[config.mk]
export PLATFORM = sky130hd
export DESIGN_NAME = imem_loader_flat
export DESIGN_NICKNAME = d
export VERILOG_FILES = /design/src/rtl/imem_loader_pkg.sv /design/src/rtl/imem_loader_if.sv /design/src/rtl/imem_loader_word_assembler.sv /design/src/rtl/imem_loader.sv /design/src/flat_wrapper.sv
export SDC_FILE = /design/constraint.sdc
export NUM_CORES = 1
export LEC_CHECK = 0
export BUFFER_PORTS_ARGS = -buffer_cell sky130_fd_sc_hd__buf_2
export CAP_MARGIN = 20
export CORE_ASPECT_RATIO = 0.8
export CORE_MARGIN = 4
export CORE_UTILIZATION = 49
export DETAILED_ROUTE_END_ITERATION = 16
export PLACE_DENSITY = 0.72
export SLEW_MARGIN = 10
export SYNTH_ARGS = -nofsm -noshare
export SYNTH_HDL_FRONTEND = slang
export SYNTH_SLANG_ARGS = --single-unit
[constraint.sdc]
create_clock -name clk -period 5 [get_ports clk]
set_input_delay 1.25 -clock clk [delete_from_list [all_inputs] [get_ports clk]]
set_output_delay 1.25 -clock clk [all_outputs]
set_load 0.01 [all_outputs]
[src/rtl/imem_loader_pkg.sv]
// rtl/imem_loader_pkg.sv - shared states, field widths and length check for the instruction-memory loader
package imem_loader_pkg;

    typedef enum logic [2:0] {
        IDLE,
        LEN_HI,
        LEN_LO,
        DATA,
        WRITE,
        DONE,
        ERR
    } state_t;

    localparam int LEN_WIDTH      = 16;
    localparam int BYTES_PER_WORD = 4;

    // A load must carry at least one word and must fit in the memory.
    function automatic logic length_ok(input logic [LEN_WIDTH-1:0] n, input int unsigned depth);
        return (n != '0) && (32'(n) <= depth);
    endfunction

endpackage

[src/rtl/imem_loader_if.sv]
// rtl/imem_loader_if.sv - byte receive stream and instruction-memory write port of the loader
interface imem_loader_if;

    logic        rx_valid;
    logic [7:0]  rx_data;
    logic        mem_we;
    logic [31:0] mem_addr;
    logic [31:0] mem_wdata;

    modport master (
        input  rx_valid,
        input  rx_data,
        output mem_we,
        output mem_addr,
        output mem_wdata
    );

    modport slave (
        output rx_valid,
        output rx_data,
        input  mem_we,
        input  mem_addr,
        input  mem_wdata
    );

endinterface

[src/rtl/imem_loader_word_assembler.sv]
// rtl/imem_loader_word_assembler.sv - packs four big-endian bytes into one 32-bit word
module word_assembler
    import imem_loader_pkg::*;
(
    input  logic        clk,
    input  logic        reset,
    input  logic        clear,
    input  logic        byte_valid,
    input  logic [7:0]  byte_data,
    output logic [31:0] word,
    output logic        word_ready
);

    logic [23:0] shift;
    logic [1:0]  count;

    // The last byte completes the word combinationally, so only three need storing.
    assign word_ready = byte_valid && (count == 2'(BYTES_PER_WORD - 1));
    assign word       = {shift, byte_data};

    always_ff @(posedge clk or posedge reset) begin
        if (reset) begin
            shift <= '0;
            count <= '0;
        end else if (clear) begin
            shift <= '0;
            count <= '0;
        end else if (byte_valid) begin
            shift <= {shift[15:0], byte_data};
            count <= count + 2'd1;
        end
    end

endmodule

[src/rtl/imem_loader.sv]
// rtl/imem_loader.sv - loads a length-prefixed byte stream into instruction memory while holding the CPU
module imem_loader
    import imem_loader_pkg::*;
#(
    parameter int ADDR_WIDTH = 8,
    parameter int TIMEOUT    = 1000000
) (
    input  logic          clk,
    input  logic          reset,
    input  logic          start,
    imem_loader_if.master bus,
    output logic          cpu_hold,
    output logic          busy,
    output logic          done,
    output logic          error
);

    localparam int unsigned DEPTH  = 32'd1 << ADDR_WIDTH;
    localparam int          IDLE_W = $clog2(TIMEOUT + 1);

    state_t                state;
    state_t                next_state;
    logic [7:0]            len_hi;
    logic [LEN_WIDTH-1:0]  len;
    logic [LEN_WIDTH-1:0]  word_cnt;
    logic [IDLE_W-1:0]     idle_cnt;
    logic [31:0]           addr_q;
    logic [31:0]           wdata_q;
    logic [31:0]           word;
    logic                  word_ready;
    logic                  waiting;
    logic                  expired;
    logic                  start_ok;

    assign waiting  = (state == LEN_HI) || (state == LEN_LO) || (state == DATA);
    assign expired  = waiting && !bus.rx_valid && (idle_cnt == IDLE_W'(TIMEOUT - 1));
    assign start_ok = start && ((state == IDLE) || (state == DONE) || (state == ERR));

    word_assembler u_word_assembler (
        .clk        (clk),
        .reset      (reset),
        .clear      (start_ok),
        .byte_valid (bus.rx_valid && (state == DATA)),
        .byte_data  (bus.rx_data),
        .word       (word),
        .word_ready (word_ready)
    );

    always_ff @(posedge clk or posedge reset) begin
        if (reset) begin
            state <= IDLE;
        end else begin
            state <= next_state;
        end
    end

    always_comb begin
        next_state = state;
        case (state)
            IDLE, DONE, ERR: begin
                if (start) next_state = LEN_HI;
            end
            LEN_HI: begin
                if (bus.rx_valid)  next_state = LEN_LO;
                else if (expired)  next_state = ERR;
            end
            LEN_LO: begin
                if (bus.rx_valid) begin
                    next_state = length_ok({len_hi, bus.rx_data}, DEPTH) ? DATA : ERR;
                end else if (expired) begin
                    next_state = ERR;
                end
            end
            DATA: begin
                if (word_ready)    next_state = WRITE;
                else if (expired)  next_state = ERR;
            end
            WRITE: begin
                next_state = (word_cnt + 1'b1 == len) ? DONE : DATA;
            end
            default: next_state = IDLE;
        endcase
    end

    // Address and data are captured only when a full word lands, so they stay quiet otherwise.
    always_ff @(posedge clk or posedge reset) begin
        if (reset) begin
            len_hi   <= '0;
            len      <= '0;
            word_cnt <= '0;
            idle_cnt <= '0;
            addr_q   <= '0;
            wdata_q  <= '0;
        end else begin
            idle_cnt <= (waiting && !bus.rx_valid) ? idle_cnt + 1'b1 : '0;
            if (state == LEN_HI && bus.rx_valid) len_hi <= bus.rx_data;
            if (state == LEN_LO && bus.rx_valid) len    <= {len_hi, bus.rx_data};
            if (start_ok) begin
                word_cnt <= '0;
            end else if (state == WRITE) begin
                word_cnt <= word_cnt + 1'b1;
            end
            if (word_ready) begin
                addr_q  <= {{(30 - LEN_WIDTH){1'b0}}, word_cnt, 2'b00};
                wdata_q <= word;
            end
        end
    end

    assign bus.mem_we    = (state == WRITE);
    assign bus.mem_addr  = addr_q;
    assign bus.mem_wdata = wdata_q;

    assign busy     = (state == LEN_HI) || (state == LEN_LO) || (state == DATA) || (state == WRITE);
    assign cpu_hold = busy || (state == ERR);
    assign done     = (state == DONE);
    assign error    = (state == ERR);

endmodule

[src/flat_wrapper.sv]
// flat-port wrapper written by rule: the top's interface ports become plain ports
module imem_loader_flat import imem_loader_pkg::*;
#(
    parameter int ADDR_WIDTH = 8,
    parameter int TIMEOUT    = 1000000
)
  (clk, reset, start, cpu_hold, busy, done, error, bus_rx_valid, bus_rx_data, bus_mem_we, bus_mem_addr, bus_mem_wdata);
  imem_loader_if bus_i ();
  input  logic clk;
  input  logic reset;
  input  logic start;
  output logic cpu_hold;
  output logic busy;
  output logic done;
  output logic error;
  input wire logic [$bits(bus_i.rx_valid)-1:0] bus_rx_valid;
  input wire logic [$bits(bus_i.rx_data)-1:0] bus_rx_data;
  output wire logic [$bits(bus_i.mem_we)-1:0] bus_mem_we;
  output wire logic [$bits(bus_i.mem_addr)-1:0] bus_mem_addr;
  output wire logic [$bits(bus_i.mem_wdata)-1:0] bus_mem_wdata;
  assign bus_i.rx_valid = bus_rx_valid;
  assign bus_i.rx_data = bus_rx_data;
  assign bus_mem_we = bus_i.mem_we;
  assign bus_mem_addr = bus_i.mem_addr;
  assign bus_mem_wdata = bus_i.mem_wdata;
  imem_loader #(.ADDR_WIDTH(ADDR_WIDTH), .TIMEOUT(TIMEOUT)) u_core (.clk(clk), .reset(reset), .start(start), .bus(bus_i), .cpu_hold(cpu_hold), .busy(busy), .done(done), .error(error));
endmodule
==> metrics.md <==
| Metric | Value |
|---|---|
| Status | `finished clean` |
| First-pass detailed-route iteration total | `5` |
| Met3 usage | `4.29%` |
| Top FF cell, synth | `dfrtp_1` |
| Overflow after GRT | `0` |
| Core area | `13,000 sq um` |
| Antenna-violating nets left | `0` |
| Seq/Total Area, Yosys | `between 50% and 60%` |
| Layout Skew | `around 0.0089 ns` |
| Avg Inst Size Synth | `10.9 sq um` |
| Fin nets | `between 600 and 700` |
| Most common cell in the netlist | `dfrtp_1` |
| Global placement routability congestion | `slightly below 0.9` |
| Rel. slew slack | `36.5%` |
| Clk root buf | `clkbuf_16` |
| Initial core utilization | `50.6%` |
| # rows | `37` |
| Max clock buf depth | `2` |
| Skew-Pair Late Insertion Delay | `0.42 ns` |
| Number of port buffers | `64` |
| Pwr Density | `between 500 and 600 nW/um^2` |
| Post-route clock period utilization | `70.9%` |
| Peak supply drop | `328 uV` |
| Cell leakage power | `around 3.5 nW` |
| Final Max Slew Viols | `0` |
| Non-Filler Instances | `843` |
| Synthesized cell area | `6550 sq um` |
| Die width | `about 140 um` |
| Max FO, Critical Path | `25` |
| Antenna violations before repair | `0` |
| EDFF count, synth | `0` |
| Post-Route Setup TNS | `0 ns` |
| YS warnings | `0` |
| CTS Buf Count | `17` |
| Synth top area share | `a little over half` |
| Minimum clock period | `3.54 ns` |
| FF+latch count, synth | `137` |
| Busiest grt layer | `met2` |
| Placed Area | `a little under 7000 sq um` |
| Worst setup path class | `register to output pin` |
| Critical Path Sink Type | `output pin` |
| Grt met1 use | `28.2%` |
| Post-synth top cells | `137 x dfrtp_1, 78 x nand2_1, 57 x mux2_2` |
| WL per Instance | `between 15 and 20 um` |
| Vias in the first global route | `4,666` |
| Slew @ Worst Pin | `0.953 ns` |
| DR vias | `4,755` |
| Leading area contributor after synthesis | `dfrtp_1` |
| Hold Buf Count CTS | `0` |
| CTS Sinks | `137` |
| Async set or reset register ratio after synthesis | `100%` |
| Min-delay src | `u_core.bus.mem_wdata[16]` |
| Post-cts resize count | `0` |
| GRT Total Usage | `19.8%` |
| Finish-stage setup viols | `0` |
| Post-Route WL | `14.6 mm` |
| MaxCap Viol Count | `0` |
| Crit path from | `u_core.state[1]` |
| Final hold vios | `0` |
| Area contributors post-synth | `dfrtp_1 52%, mux2_2 9.8%, nand2_1 4.5%, xnor2_1 3.9%, a21oi_1 2.7%` |
| Iteration-0 DRC Markers | `389` |
| Ports | `between 80 and 90` |
| Die area | `15,300 sq um` |
| DRC viols | `0` |
| Layout area overhead | `14.7%` |
| CP Data Required Time | `3.75 ns` |
| Clock transition at the registers of the reported paths | `0.07 ns` |
| Cell family with most CP delay | `simple AND/OR/NAND/NOR gates` |
| Power after layout | `0.00387 W` |
| WP data arrival | `2.29 ns` |
| Share of layout cells above drive strength 1 | `25.6%` |
| First-pass GRT wire length | `24.1 mm` |
| Vias per inst | `5.64` |
| Worst r2r src | `u_core.word_cnt[0]` |
| ANT cells | `0` |
| Largest net degree at the start of global routing | `114` |
| CP Launch Type | `register` |
| Post-synthesis cell count | `602` |
| Post CTS Setup Buffer Count | `0` |
| FMAX | `~0.28 GHz` |
| Detail Placement HPWL | `9.90 mm` |
| Crit-path cells | `nor2_1 > nand2_2 > inv_2 > buf_2` |
| Buf/Inv on CP | `2` |
| Grt met2 use | `30.4%` |
| Number of cells after detailed placement | `809` |
| Netlist cell types | `64` |
| Final hold slack | `0.484 ns` |
| Slowest-stage cell, CP | `dfrtp_1` |
| Die height | `between 100 and 150 um` |
| CP peak stage delay | `roughly 0.50 ns` |
| RSZ-0062 raised after global routing | `no` |
| Worst min path class | `register to register` |
| Design area | `between 7000 and 8000 sq um` |
| H-tree depth | `4` |
| CTS tree | `built` |
layout by cell type (no fill, tap or decap), types with 5 or more instances in the layout:
cell type,n
nand4_1,7
and3_1,6
o31ai_1,6
clkbuf_16,17
xor2_1,9
nor4_1,5
dfrtp_1,137
or3_1,6
nor3_1,13
mux2_2,57
nor2_1,31
xnor2_1,29
nand2_1,77
a21oi_1,35
mux2_1,12
nand3_1,13
o21ai_0,26
inv_8,5
buf_2,64
a31oi_1,5
inv_1,10
conb_1,16
layout make-up:
| type | count | area (sq um) |
|---|---|---|
| timing repair buffer | 69 | 398 |
| inverter | 12 | 50.0 |
| fill | 1075 | 5440 |
| clock inverter | 15 | 159 |
| clock buffer | 17 | 425 |
| tap | 175 | 219 |
| multi-input combinational | 418 | 2840 |
| sequential | 137 | 3430 |
flip-flops by register name (all words and copies together) (netlist names):
register / cells
u_core.bus.mem_addr: 16
u_core.bus.mem_wdata: 32
u_core.idle_cnt: 20
u_core.len: 16
u_core.len_hi: 8
u_core.state: 3
u_core.u_word_assembler.count: 2
u_core.u_word_assembler.shift: 24
u_core.word_cnt: 16
final timing paths:
kind | end | slack (ns) | cells after the start
worst max-delay path | bus_mem_we | 1.46 | 4
worst min-delay path | u_core.bus.mem_wdata[16] | 0.48 | 1
worst max register to register | u_core.state[2] | 2.33 | 6
worst min register to register | u_core.bus.mem_wdata[16] | 0.48 | 1
max in group asynchronous | u_core.word_cnt[9] | 3.41 | 3
min in group asynchronous | u_core.bus.mem_addr[6] | 0.87 | 2
power by group:
| group | switching [W] | internal, W |
|---|---|---|
| Clock | 0.000529 | 0.000706 |
| Combinational | 0.000547 | 0.000453 |
| Sequential | 0.000259 | 0.00137 |
| Total | 0.00133 | 0.00253 |
logic make-up after synthesis:
| family | count (synthesis) | share of synthesized area [%] |
|---|---|---|
| mux | 69 | 11.9 |
| other cells | 1 | 0.0572 |
| simple gates | 192 | 15.5 |
| buf+inv | 62 | 5.25 |
| fa+ha+maj | 3 | 0.573 |
| compound gates | 99 | 9.13 |
| flops | 137 | 52.3 |
| xor+xnor | 39 | 5.33 |
per-stage QoR:
stage	worst slack [ns]	util, %
after detailed placement	1.90	53.2
after global routing	1.33	58.0
after floorplan	0.0822	-
after global placement	1.64	53.0
after CTS	1.50	57.7
final	1.46	58.0
worst register-to-register path, delay by kind of cell, from the launching register on:
kind,cells,cell delay (ns)
adders and majority gates,1,0.41
AOI/OAI and AO/OA,2,0.66
DFF,1,0.54
and+or+nand+nor,3,0.95
layer usage:
layer / vias to the layer above / routed length [um] / part of all wire, %
li1: 2207 / - / -
met1: 2382 / 6670 / 46
met2: 149 / 6840 / 47
met3: 17 / 885 / 6.1
met4: 0 / 163 / 1.1
met5: - / 0 / 0
(Power assumes the default switching activity.)
